===== src/rtl/flow_ctrl_unit.sv =====
// flow_ctrl_unit: program-flow back end. Owns PC, status register {M,C,S,Z},
// trap save state (epc/saved_sr) and the word-mode bit driven to the ALU.
// Optional build macro FCU_CARRY_TRAP_EN: a valid carry flag in RUN forces a
// trap ahead of any offered op.
module flow_ctrl_unit #(
    parameter int                ADDR_W      = 20,
    parameter logic [ADDR_W-1:0] TRAP_VECTOR = 20'h00010
) (
    input  logic              clk,
    input  logic              rst,
    input  logic              op_valid,
    output logic              op_ready,
    input  logic [2:0]        op_code,
    input  logic [ADDR_W-1:0] op_target,
    input  logic [3:0]        op_imm,
    input  logic              flag_valid,
    input  logic              flag_zero,
    input  logic              flag_sign,
    input  logic              flag_carry,
    input  logic              trap_ack,
    output logic [ADDR_W-1:0] pc,
    output logic              pc_load,
    output logic [3:0]        sr,
    output logic              mode,
    output logic              trap_active
);

    typedef enum logic [2:0] {
        OP_NOP  = 3'd0,
        OP_JMP  = 3'd1,
        OP_JZ   = 3'd2,
        OP_JS   = 3'd3,
        OP_JZS  = 3'd4,
        OP_LSR  = 3'd5,
        OP_XSR  = 3'd6,
        OP_TRAP = 3'd7
    } op_e;

    typedef enum logic {RUN = 1'b0, TRAP = 1'b1} state_e;

    state_e            state, state_nxt;
    logic [ADDR_W-1:0] epc, epc_nxt, pc_nxt, seq_pc, jmp_tgt;
    logic [3:0]        saved_sr, saved_sr_nxt, sr_nxt;
    logic              pc_load_nxt, carry_trap, accept, taken;
    logic [9:0]        pc_lo_inc;

`ifdef FCU_CARRY_TRAP_EN
    assign carry_trap = (state == RUN) && flag_valid && flag_carry;
`else
    assign carry_trap = 1'b0;
`endif

    // Half-word mode keeps the PC and jump targets inside the low 1K window.
    assign pc_lo_inc = pc[9:0] + 10'd1;
    assign seq_pc    = sr[3] ? pc + ADDR_W'(1) : {{(ADDR_W-10){1'b0}}, pc_lo_inc};
    assign jmp_tgt   = sr[3] ? op_target : {{(ADDR_W-10){1'b0}}, op_target[9:0]};

    assign op_ready    = (state == RUN) && !rst && !carry_trap;
    assign accept      = op_valid && op_ready;
    assign mode        = sr[3];
    assign trap_active = (state == TRAP);

    // State register and architectural registers.
    always_ff @(posedge clk or posedge rst) begin
        if (rst) begin
            state    <= RUN;
            pc       <= '0;
            sr       <= 4'b1000;
            epc      <= '0;
            saved_sr <= 4'b0000;
            pc_load  <= 1'b0;
        end else begin
            state    <= state_nxt;
            pc       <= pc_nxt;
            sr       <= sr_nxt;
            epc      <= epc_nxt;
            saved_sr <= saved_sr_nxt;
            pc_load  <= pc_load_nxt;
        end
    end

    // Next-state and datapath decode; conditions use the SR held before this edge.
    always_comb begin
        state_nxt    = state;
        pc_nxt       = pc;
        sr_nxt       = sr;
        epc_nxt      = epc;
        saved_sr_nxt = saved_sr;
        pc_load_nxt  = 1'b0;
        taken        = 1'b0;
        // Flags land in any state; LSR/XSR and trap return override below.
        if (flag_valid) sr_nxt[2:0] = {flag_carry, flag_sign, flag_zero};
        case (state)
            RUN: begin
                if (carry_trap) begin
                    epc_nxt      = pc;
                    saved_sr_nxt = sr | 4'b0100;
                    sr_nxt[3]    = 1'b1;
                    pc_nxt       = TRAP_VECTOR;
                    pc_load_nxt  = 1'b1;
                    state_nxt    = TRAP;
                end else if (accept) begin
                    case (op_e'(op_code))
                        OP_JMP:  taken = 1'b1;
                        OP_JZ:   taken = sr[0];
                        OP_JS:   taken = sr[1];
                        OP_JZS:  taken = sr[0] | sr[1];
                        default: taken = 1'b0;
                    endcase
                    pc_nxt = seq_pc;
                    case (op_e'(op_code))
                        OP_JMP, OP_JZ, OP_JS, OP_JZS: begin
                            if (taken) begin
                                pc_nxt      = jmp_tgt;
                                pc_load_nxt = 1'b1;
                            end
                        end
                        OP_LSR: sr_nxt = op_imm;
                        OP_XSR: sr_nxt = sr ^ op_imm;
                        OP_TRAP: begin
                            epc_nxt      = seq_pc;
                            saved_sr_nxt = sr;
                            sr_nxt[3]    = 1'b1;
                            pc_nxt       = TRAP_VECTOR;
                            pc_load_nxt  = 1'b1;
                            state_nxt    = TRAP;
                        end
                        default: ;
                    endcase
                end
            end
            TRAP: begin
                if (trap_ack) begin
                    pc_nxt      = epc;
                    sr_nxt      = saved_sr;
                    pc_load_nxt = 1'b1;
                    state_nxt   = RUN;
                end
            end
            default: state_nxt = RUN;
        endcase
    end

endmodule


===== config.mk =====
export PLATFORM = sky130hd
export DESIGN_NAME = flow_ctrl_unit
export DESIGN_NICKNAME = d
export VERILOG_FILES = /design/src/rtl/flow_ctrl_unit.sv
export SDC_FILE = /design/constraint.sdc
export NUM_CORES = 1
export LEC_CHECK = 0
export CAP_MARGIN = 5
export CORE_MARGIN = 1.5
export CORE_UTILIZATION = 41
export CTS_BUF_LIST = sky130_fd_sc_hd__clkbuf_4 sky130_fd_sc_hd__clkbuf_8
export CTS_CLUSTER_DIAMETER = 80
export DETAILED_ROUTE_END_ITERATION = 7
export PLACE_DENSITY = 0.66
export RECOVER_POWER = 100
export SLEW_MARGIN = 10
export SYNTH_ARGS = -nofsm -noshare
export SYNTH_HDL_FRONTEND = slang
export SYNTH_SLANG_ARGS = --single-unit

===== constraint.sdc =====
create_clock -name clk -period 3.61 [get_ports clk]
set_clock_uncertainty 0.2 [all_clocks]
set_input_delay 0.5415 -clock clk [delete_from_list [all_inputs] [get_ports clk]]
set_output_delay 0.5415 -clock clk [all_outputs]
set_load 0.02 [all_outputs]

==> out/results.ini, run 1 <==
[synth]
synthDistinctLibCells=59
avgSynthCellArea_um2=8.40
async_flop_share_pct=100
synth_top_area_share_pct=38.2
yosysWarnings=0
synth_edf_count=0
syn_nets=418
ys.flop_type=dfrtp_1
ys_seq_elements=50
syn_inst=382
synthTopCellsByArea=dfrtp_1, nand2_1, o21ai_0
ys_seq_area_share_pct=39.0
netlist_area_um2=3210
yosysTopAreaCell=dfrtp_1

[sta]
tightest_slew_ns=1.09
period_needed_ns=3.12
slew_headroom_pct=26.7
report.final.setup_viol=0
grt_setup_unrepaired=no
tns_ns=0
fmax_ghz=0.320
finalCritPeriodShare_pct=86.5
maxSlewViolCount=0
hold_violations=0

[placement]
place_congestion=0.846
dp_hpwl_mm=6.19
dp.cells=524
io_buffers=62

[clock_tree]
clkTransAtPathRegs_ns=0.10
ctsHoldBuffers=0
insertion_delay_ns=0.31
cts.sinks=50
ctsLongestPathBuffers=2
postCtsSetupBuffers=0
cts_tree=done
ctsResizeCount=0
ctsRootBufferMaster=clkbuf_8
numCtsBuffers=5
htreeDepth=2

[power]
p_leak_nw=1.63
combinationalPowerShare_pct=32.5
cellPowerDensity_nw_per_um2=453
p_int_w=0.00111
clkPwrFrac_pct=20.1
finalPower_w=0.00176
p_seq_share_pct=47.4
switching_share_pct=37.3
p_sw_w=0.000658
ir_drop_uv=151

[routing]
drt-vias-per-instance=5.75
postRouteAntennaNets=0
initialDrtViolationCount=189
routed-via-count=3059
firstDrtPassIters=5
routedWlPerCell_um=16.8
drc=0
totalWireLength_mm=8.95

[global_routing]
grt_pass1_wl_mm=14.5
grtUsageTotal_pct=21.9
grt_overflow=0
antenna_found_initial=0
grt_pass1_vias=2825
grt_start_max_net_pins=45

[layout]
antenna_cells=0
final_cells=532
fin_util_pct=50.9
area.growth.synth_to_final_pct=21.3
drive_above_1_share_pct=4.88
fillers=743
nets=465

[run]
cap_violations=0

[critical_path]
rr_startpoint=trap_active
critPathMaxFanout=12
crit_type=input pin to register
cp-startpoint=rst
cp-start-kind=input pin
critPathArrivalTime_ns=3.16
required_ns=3.65
ff2ff_path_depth=6
end_kind=register

[floorplanning]
io_pins=63
row_count=32
fp.dieH_um=91.5
die_x_um=91.5
fp.coreArea_um2=7650
die_area_um2=8360
start_util_pct=42.0

[hold_path]
min_from=epc[2]
whs_path_depth=2
worstHoldPathType=register to register

[status]
outcome=finished, final reports clean

==> cell type report <==
class / count / area (µm²) / share of cell area (%)
sequential: 50 / 1250 / 32.2
inverter: 11 / 41.3 / 1.06
tap: 102 / 128 / 3.28
multi-input combinational: 293 / 1720 / 44.1
clock buffer: 7 / 90.1 / 2.32
timing repair buffer: 68 / 657 / 16.9
clock inverter: 1 / 5.00 / 0.129
==> Yosys cell counts (8+ instances only) <==
cell      number
a221oi_1       8
dfrtp_1       49
a21oi_1       17
nand3_1       16
inv_1         11
or3_1          9
nand2_1       72
clkbuf_1      11
o21ai_0       30
a31oi_1        8
xnor2_1       10
nor3_1         8
nor2_1        13
==> worst max-delay path, stage by stage <==
cell and delay, ns:
dlygate4sd3_1 0.59, nor3b_2 0.51, nand2_1 0.28, nor2_1 0.15, clkbuf_1 0.51, nand2_1 0.35
o21ai_0 0.23
==> through the flow <==
stage                     cell area, µm²  worst slack, ns  hold slack, ns
after detailed placement            3840            0.543           0.256
after floorplan                     3210             1.44           0.237
after global routing                3890            0.327           0.296
after CTS                           3930            0.860           0.278
final                               3890            0.488           0.276
after global placement              3840            0.661           0.250
==> path summary, 6_finish.rpt <==
check | end | slack [ns]
max | epc[18] | 0.49
min in group asynchronous | sr[2] | 0.47
min reg2reg | epc[2] | 0.28
min | epc[2] | 0.28
max reg2reg | epc[18] | 0.58
max in group asynchronous | pc[6] | 1.40
==> state kept, by name, summed over array words and instances, names as in the netlist <==
name	cells
trap_active	1
epc	20
pc	20
sr	4
pc_load	1
saved_sr	4
==> power by group through the flow <==
stage          clock network (W)  logic [W]  registers [W]
2_1_floorplan                  0   0.000353       0.000859
3_3_place_gp                   0   0.000604       0.000846
3_5_place_dp                   0   0.000610       0.000850
4_1_cts                 0.000363   0.000613       0.000840
5_1_grt                 0.000380   0.000633       0.000862
6_report                0.000354   0.000573       0.000836
==> kinds of logic after synthesis <==
group,share of synthesized area (%)
adders and majority gates,0.390
buffers and inverters,6.40
and+or+nand+nor,25.2
xor gates and xnor gates,5.15
AOI/OAI and AO/OA,22.3
DFF,39.0
muxes,1.56
==> per-layer routing <==
layer | track usage, % | vias up | share of wire (%)
met4 | 6.38 | 0 | 1.5
met5 | 0 | - | 0
met2 | 35.8 | 135 | 48
met1 | 29.8 | 1434 | 45
li1 | - | 1475 | -
met3 | 3.27 | 15 | 5.9
==> layout by cell type (no fill, tap or decap), types with 10 or more instances in the layout <==
cell type and count:
clkdlybuf4s50_1 33, a21oi_1 17, inv_1 11, dfrtp_1 49, o21ai_0 40, xnor2_1 10, dlygate4sd3_1 29, nand3_1 16
nand2_1 73, nor2_1 13
Note: power is estimated with default switching activity, not from simulation.
==> run 2, diff against run 1 <==
--- a/config.mk
+++ b/config.mk
@@ -13,7 +13,9 @@
 export DETAILED_ROUTE_END_ITERATION = 7
 export PLACE_DENSITY = 0.66
 export RECOVER_POWER = 100
+export SETUP_SLACK_MARGIN = 0.4
 export SLEW_MARGIN = 10
 export SYNTH_ARGS = -nofsm -noshare
 export SYNTH_HDL_FRONTEND = slang
 export SYNTH_SLANG_ARGS = --single-unit
+export TNS_END_PERCENT = 1
==> results of run 2 <==
Same layout as run 1: the final DEF is identical, and so are final timing and power.
